[config.mk]
export PLATFORM = sky130hd
export DESIGN_NAME = trn_axi_user_bridge
export DESIGN_NICKNAME = d
export VERILOG_FILES = /design/src/rtl/trn_axi_pkg.sv /design/src/rtl/trn_axi_skid.sv /design/src/rtl/trn_axi_user_bridge.sv
export SDC_FILE = /design/constraint.sdc
export NUM_CORES = 1
export LEC_CHECK = 0
export CELL_PAD_IN_SITES_DETAIL_PLACEMENT = 1
export CELL_PAD_IN_SITES_GLOBAL_PLACEMENT = 1
export CORE_MARGIN = 2
export CORE_UTILIZATION = 43
export CTS_CLUSTER_SIZE = 10
export DETAILED_ROUTE_END_ITERATION = 7
export PLACE_DENSITY = 0.95
export SETUP_SLACK_MARGIN = 0.2
export SLEW_MARGIN = 15
export SYNTH_ARGS = -nofsm -noshare
export SYNTH_HDL_FRONTEND = slang
export SYNTH_SLANG_ARGS = --single-unit
[constraint.sdc]
create_clock -name user_clk -period 8.8 [get_ports user_clk]
set_clock_uncertainty 0.1 [all_clocks]
set_input_delay 1.76 -clock user_clk [delete_from_list [all_inputs] [get_ports user_clk]]
set_output_delay 1.76 -clock user_clk [all_outputs]
set_load 0.02 [all_outputs]
[src/rtl/trn_axi_pkg.sv]
// Shared definitions for the TRN <-> AXI user-side bridge: tuser bit
// positions on both AXI directions and the packet-framing FSM state type.
package trn_axi_pkg;

    // AXI TX tuser bit positions
    localparam int TX_DSC    = 3;
    localparam int TX_STR    = 2;
    localparam int TX_ERRFWD = 1;
    localparam int TX_ECRC   = 0;

    // AXI RX tuser bit positions
    localparam int RX_ERRFWD = 1;
    localparam int RX_BAR_LO = 2;
    localparam int RX_BAR_HI = 8;

    localparam int TX_USER_W = 4;
    localparam int RX_USER_W = 22;
    localparam int BAR_W     = RX_BAR_HI - RX_BAR_LO + 1;

    // Packet framing state, shared by the TX and RX trackers
    typedef enum logic [0:0] {
        IDLE   = 1'b0,
        IN_PKT = 1'b1
    } trn_fsm_e;

endpackage

[src/rtl/trn_axi_skid.sv]
// Two-entry registered skid buffer. in_ready is a flop that is high while
// fewer than two entries are held; out_valid/out_data come straight from
// storage, so no combinational path exists from inputs to outputs.
// Handshake: a beat moves when valid and ready are both high at a rising
// clock edge; a producer keeps valid and data stable until that happens.
module trn_axi_skid #(
    parameter int W = 8
) (
    input  logic         clk,
    input  logic         rst_n,
    input  logic         in_valid,
    output logic         in_ready,
    input  logic [W-1:0] in_data,
    output logic         out_valid,
    input  logic         out_ready,
    output logic [W-1:0] out_data
);

    logic [1:0]   count;
    logic [1:0]   count_nxt;
    logic [W-1:0] ent0;
    logic [W-1:0] ent1;
    logic         push;
    logic         pop;

    assign push      = in_valid & in_ready;
    assign pop       = out_valid & out_ready;
    assign out_valid = (count != 2'd0);
    assign out_data  = ent0;

    // Occupancy after this cycle's push/pop
    always_comb begin
        count_nxt = count;
        case ({push, pop})
            2'b10:   count_nxt = count + 2'd1;
            2'b01:   count_nxt = count - 2'd1;
            default: count_nxt = count;
        endcase
    end

    // Storage, occupancy and registered ready; ent0 is always the head
    always_ff @(posedge clk or negedge rst_n) begin
        if (!rst_n) begin
            count    <= 2'd0;
            in_ready <= 1'b0;
            ent0     <= '0;
            ent1     <= '0;
        end else begin
            count    <= count_nxt;
            in_ready <= (count_nxt < 2'd2);
            case ({push, pop})
                2'b10: begin
                    if (count == 2'd0) ent0 <= in_data;
                    else               ent1 <= in_data;
                end
                2'b01: begin
                    ent0 <= ent1;
                end
                2'b11: begin
                    if (count == 2'd1) begin
                        ent0 <= in_data;
                    end else begin
                        ent0 <= ent1;
                        ent1 <= in_data;
                    end
                end
                default: begin
                end
            endcase
        end
    end

endmodule

[src/rtl/trn_axi_user_bridge.sv]
// Legacy TRN-style application framing (sof/eof/rem) onto the core's AXI
// stream user ports, one trn_axi_skid per direction.
// TX: a framing FSM polices sof/eof; orphan beats are dropped, and a sof or
// discontinue inside a packet closes it with tlast and tuser src_dsc.
// RX: sof is regenerated from tlast of the previously delivered beat.
// Optional build macro TRN_AXI_PERF_CNT_EN adds saturating packet counters.
module trn_axi_user_bridge
    import trn_axi_pkg::*;
#(
    parameter int C_DATA_WIDTH = 64,
    parameter int REM_WIDTH    = 1,
    parameter int STRB_WIDTH   = C_DATA_WIDTH / 8
) (
    input  logic                    user_clk,
    input  logic                    user_rst_n,
    // legacy TX
    input  logic [C_DATA_WIDTH-1:0] usr_td,
    input  logic                    usr_tsof,
    input  logic                    usr_teof,
    input  logic [REM_WIDTH-1:0]    usr_trem,
    input  logic                    usr_tsrc_rdy,
    output logic                    usr_tdst_rdy,
    input  logic                    usr_tsrc_dsc,
    input  logic                    usr_terrfwd,
    input  logic                    usr_tstr,
    input  logic                    usr_tecrc_gen,
    // AXI TX to core
    output logic [C_DATA_WIDTH-1:0] m_axis_tx_tdata,
    output logic [STRB_WIDTH-1:0]   m_axis_tx_tkeep,
    output logic                    m_axis_tx_tlast,
    output logic                    m_axis_tx_tvalid,
    input  logic                    m_axis_tx_tready,
    output logic [TX_USER_W-1:0]    m_axis_tx_tuser,
    // AXI RX from core
    input  logic [C_DATA_WIDTH-1:0] s_axis_rx_tdata,
    input  logic [STRB_WIDTH-1:0]   s_axis_rx_tkeep,
    input  logic                    s_axis_rx_tlast,
    input  logic                    s_axis_rx_tvalid,
    output logic                    s_axis_rx_tready,
    input  logic [RX_USER_W-1:0]    s_axis_rx_tuser,
    // legacy RX
    output logic [C_DATA_WIDTH-1:0] usr_rd,
    output logic                    usr_rsof,
    output logic                    usr_reof,
    output logic [REM_WIDTH-1:0]    usr_rrem,
    output logic                    usr_rsrc_rdy,
    input  logic                    usr_rdst_rdy,
    output logic                    usr_rerrfwd,
    output logic [BAR_W-1:0]        usr_rbar_hit,
    // debug visibility of the framing FSMs
    output trn_fsm_e                tx_fsm_dbg,
    output trn_fsm_e                rx_fsm_dbg,
    output logic                    proto_err
`ifdef TRN_AXI_PERF_CNT_EN
    ,
    output logic [15:0]             tx_pkt_cnt,
    output logic [15:0]             rx_pkt_cnt
`endif
);

    localparam int TX_PW = TX_USER_W + 1 + STRB_WIDTH + C_DATA_WIDTH;
    localparam int RX_PW = 1 + BAR_W + 1 + STRB_WIDTH + C_DATA_WIDTH;

    // ------------------------------------------------------------------ TX
    trn_fsm_e                tx_state;
    trn_fsm_e                tx_state_nxt;
    logic                    tx_accept;
    logic                    tx_drop;
    logic                    tx_force_last;
    logic                    tx_dsc_out;
    logic                    tx_set_err;
    logic                    tx_in_ready;
    logic [STRB_WIDTH-1:0]   tx_tkeep;
    logic [TX_USER_W-1:0]    tx_tuser;
    logic [TX_PW-1:0]        tx_in_data;
    logic [TX_PW-1:0]        tx_out_data;

    assign usr_tdst_rdy = tx_in_ready;
    assign tx_accept    = usr_tsrc_rdy & tx_in_ready;
    assign tx_fsm_dbg   = tx_state;

    // TX framing state register
    always_ff @(posedge user_clk or negedge user_rst_n) begin
        if (!user_rst_n) tx_state <= IDLE;
        else             tx_state <= tx_state_nxt;
    end

    // TX next state: only an accepted beat moves the FSM
    always_comb begin
        tx_state_nxt = tx_state;
        if (tx_accept) begin
            case (tx_state)
                IDLE:    if (usr_tsof && !usr_teof && !usr_tsrc_dsc) tx_state_nxt = IN_PKT;
                IN_PKT:  if (usr_tsof || usr_teof || usr_tsrc_dsc)   tx_state_nxt = IDLE;
                default: tx_state_nxt = IDLE;
            endcase
        end
    end

    // TX per-beat decisions: drop orphans, force-close corrupt packets
    always_comb begin
        tx_drop       = 1'b0;
        tx_force_last = 1'b0;
        tx_dsc_out    = usr_tsrc_dsc;
        tx_set_err    = 1'b0;
        case (tx_state)
            IDLE: begin
                if (!usr_tsof) begin
                    tx_drop    = 1'b1;
                    tx_set_err = 1'b1;
                end else if (usr_tsrc_dsc) begin
                    tx_force_last = 1'b1;
                end
            end
            IN_PKT: begin
                if (usr_tsof) begin
                    tx_force_last = 1'b1;
                    tx_dsc_out    = 1'b1;
                    tx_set_err    = 1'b1;
                end else if (usr_tsrc_dsc) begin
                    tx_force_last = 1'b1;
                end
            end
            default: begin
            end
        endcase
    end

    // TX tuser assembly from the legacy side-band bits
    always_comb begin
        tx_tuser            = '0;
        tx_tuser[TX_DSC]    = tx_dsc_out;
        tx_tuser[TX_STR]    = usr_tstr;
        tx_tuser[TX_ERRFWD] = usr_terrfwd;
        tx_tuser[TX_ECRC]   = usr_tecrc_gen;
    end

    // rem selects full or lower-half bytes; a 32-bit beat is always full
    if (C_DATA_WIDTH == 64) begin : g_keep64
        assign tx_tkeep = usr_trem[0] ? {STRB_WIDTH{1'b1}}
                                      : {{(STRB_WIDTH/2){1'b0}}, {(STRB_WIDTH/2){1'b1}}};
    end else begin : g_keep32
        assign tx_tkeep = {STRB_WIDTH{1'b1}};
    end

    assign tx_in_data = {tx_tuser, (usr_teof | tx_force_last), tx_tkeep, usr_td};

    trn_axi_skid #(.W(TX_PW)) u_tx_skid (
        .clk       (user_clk),
        .rst_n     (user_rst_n),
        .in_valid  (usr_tsrc_rdy & ~tx_drop),
        .in_ready  (tx_in_ready),
        .in_data   (tx_in_data),
        .out_valid (m_axis_tx_tvalid),
        .out_ready (m_axis_tx_tready),
        .out_data  (tx_out_data)
    );

    assign {m_axis_tx_tuser, m_axis_tx_tlast, m_axis_tx_tkeep, m_axis_tx_tdata} = tx_out_data;

    // Sticky framing error, only reset clears it
    always_ff @(posedge user_clk or negedge user_rst_n) begin
        if (!user_rst_n)                  proto_err <= 1'b0;
        else if (tx_accept && tx_set_err) proto_err <= 1'b1;
    end

    // ------------------------------------------------------------------ RX
    trn_fsm_e                rx_state;
    trn_fsm_e                rx_state_nxt;
    logic                    rx_pop;
    logic                    rx_last;
    logic [STRB_WIDTH-1:0]   rx_keep;
    logic [RX_PW-1:0]        rx_in_data;
    logic [RX_PW-1:0]        rx_out_data;
    logic                    rx_unused;

    assign rx_unused  = ^{s_axis_rx_tuser[RX_USER_W-1:RX_BAR_HI+1], s_axis_rx_tuser[0], usr_trem};
    assign rx_in_data = {s_axis_rx_tuser[RX_ERRFWD], s_axis_rx_tuser[RX_BAR_HI:RX_BAR_LO],
                         s_axis_rx_tlast, s_axis_rx_tkeep, s_axis_rx_tdata};

    trn_axi_skid #(.W(RX_PW)) u_rx_skid (
        .clk       (user_clk),
        .rst_n     (user_rst_n),
        .in_valid  (s_axis_rx_tvalid),
        .in_ready  (s_axis_rx_tready),
        .in_data   (rx_in_data),
        .out_valid (usr_rsrc_rdy),
        .out_ready (usr_rdst_rdy),
        .out_data  (rx_out_data)
    );

    assign {usr_rerrfwd, usr_rbar_hit, rx_last, rx_keep, usr_rd} = rx_out_data;
    assign usr_reof   = rx_last;
    assign usr_rrem   = REM_WIDTH'(|rx_keep[STRB_WIDTH-1:STRB_WIDTH/2]);
    assign rx_pop     = usr_rsrc_rdy & usr_rdst_rdy;
    assign rx_fsm_dbg = rx_state;

    // RX framing state register
    always_ff @(posedge user_clk or negedge user_rst_n) begin
        if (!user_rst_n) rx_state <= IDLE;
        else             rx_state <= rx_state_nxt;
    end

    // RX next state: a delivered tlast beat re-arms sof
    always_comb begin
        rx_state_nxt = rx_state;
        if (rx_pop) rx_state_nxt = rx_last ? IDLE : IN_PKT;
    end

    // RX output: sof marks the head beat while between packets
    always_comb begin
        usr_rsof = 1'b0;
        if (usr_rsrc_rdy && rx_state == IDLE) usr_rsof = 1'b1;
    end

`ifdef TRN_AXI_PERF_CNT_EN
    // Saturating counts of completed packets on each AXI side
    always_ff @(posedge user_clk or negedge user_rst_n) begin
        if (!user_rst_n) begin
            tx_pkt_cnt <= 16'h0000;
            rx_pkt_cnt <= 16'h0000;
        end else begin
            if (m_axis_tx_tvalid && m_axis_tx_tready && m_axis_tx_tlast && tx_pkt_cnt != 16'hFFFF)
                tx_pkt_cnt <= tx_pkt_cnt + 16'h0001;
            if (s_axis_rx_tvalid && s_axis_rx_tready && s_axis_rx_tlast && rx_pkt_cnt != 16'hFFFF)
                rx_pkt_cnt <= rx_pkt_cnt + 16'h0001;
        end
    end
`endif

endmodule

==> key figures <==
Drt
  • WL/cell: 25.1 um
  • Detailed Route Iter0 Violations: about 760
  • First-pass DRT Iterations: 5
  • DRC: 0
  • Via-per-instance ratio: 6.17
  • Antenna Nets Post-Route: 0
  • Final wirelength: 49.1 mm
  • Via count: 12054

Global route
  • First-pass GRT wire length: ~77 mm
  • Initial antenna violation count: 4
  • Total GRT Usage: 26.9%
  • GR Overflow Total: 0
  • Vias in the first global route: 12978
  • Largest net degree at the start of global routing: 141

Yosys
  • Post-synth EDFFs: 0
  • Async SR Flop Fraction: between 90% and 100%
  • Top-count cell post-synth: dfrtp_1
  • Yosys reg bits: slightly above 300
  • Mapped Area: 14900 um2
  • Syn avg cell area: 11.1 um2
  • Register area share after synthesis: approximately half
  • Share of the synthesized area in the top cell type: 51.2%
  • Synth cell count leaders: 305 x dfrtp_1, 154 x o21ai_0, 149 x nor3_1
  • Synth Instances: 1340
  • Yosys cell types: 37
  • Most used flip-flop cell after synthesis: dfrtp_1
  • Synth warn: 0
  • Syn Nets: 1523
  • Top cells by area, synth: dfrtp_1 51%, mux2_4 9.9%, o211ai_1 7.4%
  • Leading area contributor after synthesis: dfrtp_1

Clock tree
  • Clock H-tree levels: 2
  • Later-pin clock latency in the skew report: 520 ps
  • CTS tree: done
  • Clock sink count: 305
  • CTS Buffer Depth: 3
  • Count of cells resized by post-cts repair: 0
  • Post-cts hold buffer count: 0
  • Post-CTS Setup Inserts: 0
  • TritonCTS Buffers: 38
  • Clk slew on worst S/H paths: 60 ps
  • Root buffer cell: clkbuf_16

Timing
  • Least-Margin Pin Slew: approximately 1200 ps
  • Final Max Slew Viols: 0
  • Setup Viol. Count Final: 0
  • Relative slew slack: 18.6%
  • RSZ-0062 raised after global routing: no
  • Peak Freq: 194 MHz
  • Final Cycle Share: 58.7%
  • Final Hold Fails: 0
  • Min Tclk post-route: 5160 ps
  • Setup tns final: 0 ps

Critical path
  • Crit Path Category: in2reg
  • Setup crit start kind: input pin
  • Reg-to-Reg End: u_rx_skid.ent1[38]
  • Slowest-stage cell, CP: buf_4
  • Worst Reg-to-Reg Cells: 10
  • CP required: 9090 ps
  • FF-to-FF Start: u_rx_skid.count[0]
  • Crit path from: usr_rdst_rdy
  • Critical Path Max Stage Delay: 710 ps
  • Endpoint class of the critical path: register
  • Worst Path Max Fanout: 82
  • Cell mode on critical path: buf_4
  • CP Data Arrival Time: 5450 ps
  • Critical path, cell by cell: clkdlybuf4s50_1, nand2b_2, buf_4, inv_4, ha_1, and2_2, a211o_4, buf_4, mux2_4
  • R2R Setup Slk: 4430 ps

Finish
  • Multi-input combinational cell area: 6040 um2
  • P&R area growth vs syn: 25.4%
  • Layout cells sized above 1: 15.4%
  • Register area: between 7000 and 8000 um2
  • FILL cells: 3566
  • Nets: 1667
  • Final instance area: 18700 um2

Place
  • Placed cell area: 17600 um2
  • Port-buffer cells: 312
  • DP HPWL: 29.6 mm
  • Gpl congestion: between 0.7 and 0.8

Job
  • Max Cap Viol: 0

Pwr
  • Worst VDD drop: 0.000255 V
  • Combinational share of power: 46.7%
  • Leak: 7.38 nW
  • Switching share of power: approximately 40%
  • Clock power frac: 19.2%
  • Sequential share of power: roughly 34%
  • Cell Pwr Density: 411 nW/um2
  • Final Power: 7.69 mW
  • Psw: 3.04 mW
  • P_int: 4.65 mW

Die
  • Area of the die: ~36000 um2
  • Starting Density: 43.4%
  • Io pins: around 330
  • Core Rows: 68
  • Die span in y: around 190 um
  • Die Span X: 190 um
  • Total core area: about 34000 um2

Min path
  • Worst Hold Endpoint: u_tx_skid.ent1[67]
  • Hold path startpoint: u_tx_skid.ent1[67]
  • Worst hold path type: reg2reg
  • Hold path depth: 1

Run status
  • Status: finished, final reports clean
[how the worst max path moves through the flow]
stage / endpoint / slack, ps / cells past startpoint
global route: u_rx_skid.ent1[30] / 3470 / 9
detailed placement: u_rx_skid.ent1[30] / 3100 / 9
finish: u_rx_skid.ent1[38] / 3640 / 9
global placement: u_rx_skid.ent1[31] / 3090 / 9
CTS: u_rx_skid.ent1[30] / 3650 / 9
floorplan: u_rx_skid.ent1[37] / 4930 / 12
[worst max-delay path, delay by kind of cell]
family                     cells  cell delay [ps]
AOI/OAI and AO/OA              1              510
adders and majority gates      1              390
buffers and inverters          4             2050
muxes                          1              380
and+or+nand+nor                2              270
[layer usage]
metal  track usage (%)  up-vias  wire length (um)
met5                 0        -                30
met4              7.25        4              1070
met3              7.53       80              4060
met2              46.1      478             24400
met1              33.2     6286             19600
li1                  -     5206                 -
[cells by family (layout without fill, tap and decap cells)]
| logic type | after synthesis | in the layout | share of synthesized area, % |
|---|---|---|---|
| adder cells (fa/ha/maj) | 12 | 12 | 0.990 |
| flip-flops | 305 | 305 | 51.2 |
| other | 0 | 1 | 0 |
| multiplexers | 148 | 148 | 13.6 |
| AND/OR/NAND/NOR | 175 | 175 | 6.11 |
| buffers and inverters | 240 | 398 | 8.82 |
| AO/OA/AOI/OAI | 460 | 460 | 19.3 |
[power groups by stage]
stage | clock, mW | sequential [mW] | combinational [mW]
3_5_place_dp | 0 | 2.61 | 3.58
3_3_place_gp | 0 | 2.53 | 3.42
5_1_grt | 1.56 | 2.68 | 3.83
4_1_cts | 1.50 | 2.61 | 3.61
6_report | 1.48 | 2.62 | 3.59
2_1_floorplan | 0 | 2.67 | 2.27
[sequential cells by signal, summed over array words and instances, names as in the netlist, 71 cells and up, named ones only]
| name | cells |
|---|---|
| u_rx_skid.ent1 | 77 |
| u_rx_skid.out_data | 77 |
| u_tx_skid.ent1 | 71 |
| u_tx_skid.out_data | 71 |
[layout by cell type, fill, tap and decap left out, drive strengths merged]
| cell | synthesis | layout |
|---|---|---|
| clkdlybuf4s50 | 0 | 311 |
| dfrtp | 305 | 305 |
| o21ai | 156 | 156 |
| nor3 | 149 | 149 |
| a31oi | 148 | 148 |
| o211ai | 147 | 147 |
| mux2 | 146 | 146 |
| clkbuf | 97 | 50 |
| buf | 129 | 19 |
| inv | 14 | 14 |
| ha | 11 | 11 |
| nand2 | 7 | 7 |
| nor2 | 4 | 4 |
| clkinv | 0 | 3 |
| nor2b | 3 | 3 |
| nand2b | 3 | 3 |
| a21oi | 2 | 2 |
| o21a | 2 | 2 |
| mux2i | 2 | 2 |
| or4 | 2 | 2 |
| and4b | 2 | 2 |
| diode | 0 | 1 |
| or2 | 1 | 1 |
| nand3b | 1 | 1 |
| and2 | 1 | 1 |
| and3 | 1 | 1 |
| a211o | 1 | 1 |
| a221o | 1 | 1 |
| maj3 | 1 | 1 |
| and4bb | 1 | 1 |
| o22ai | 1 | 1 |
| o21bai | 1 | 1 |
| a21o | 1 | 1 |
| bufinv | 0 | 1 |
[through the flow]
stage                     util [%]  setup slack, ps  hold WS, ps  std cells
final                         54.4             3640          387       1954
after global routing          54.4             3470          415       1954
after CTS                     54.4             3650          393       1953
after detailed placement      51.1             3100          366       1899
after global placement        51.1             3090          353       1899
after floorplan                  -             4930          335       1340
[area by class of cell]
cell class	instances	area share, %
tap	455	3.04
timing repair buffer	330	17.5
clock buffer	50	5.83
clock inverter	4	0.241
multi-input combinational	795	32.3
sequential	305	40.8
inverter	14	0.294
antenna	1	0.0134
Power figures use the tool's default switching activity.
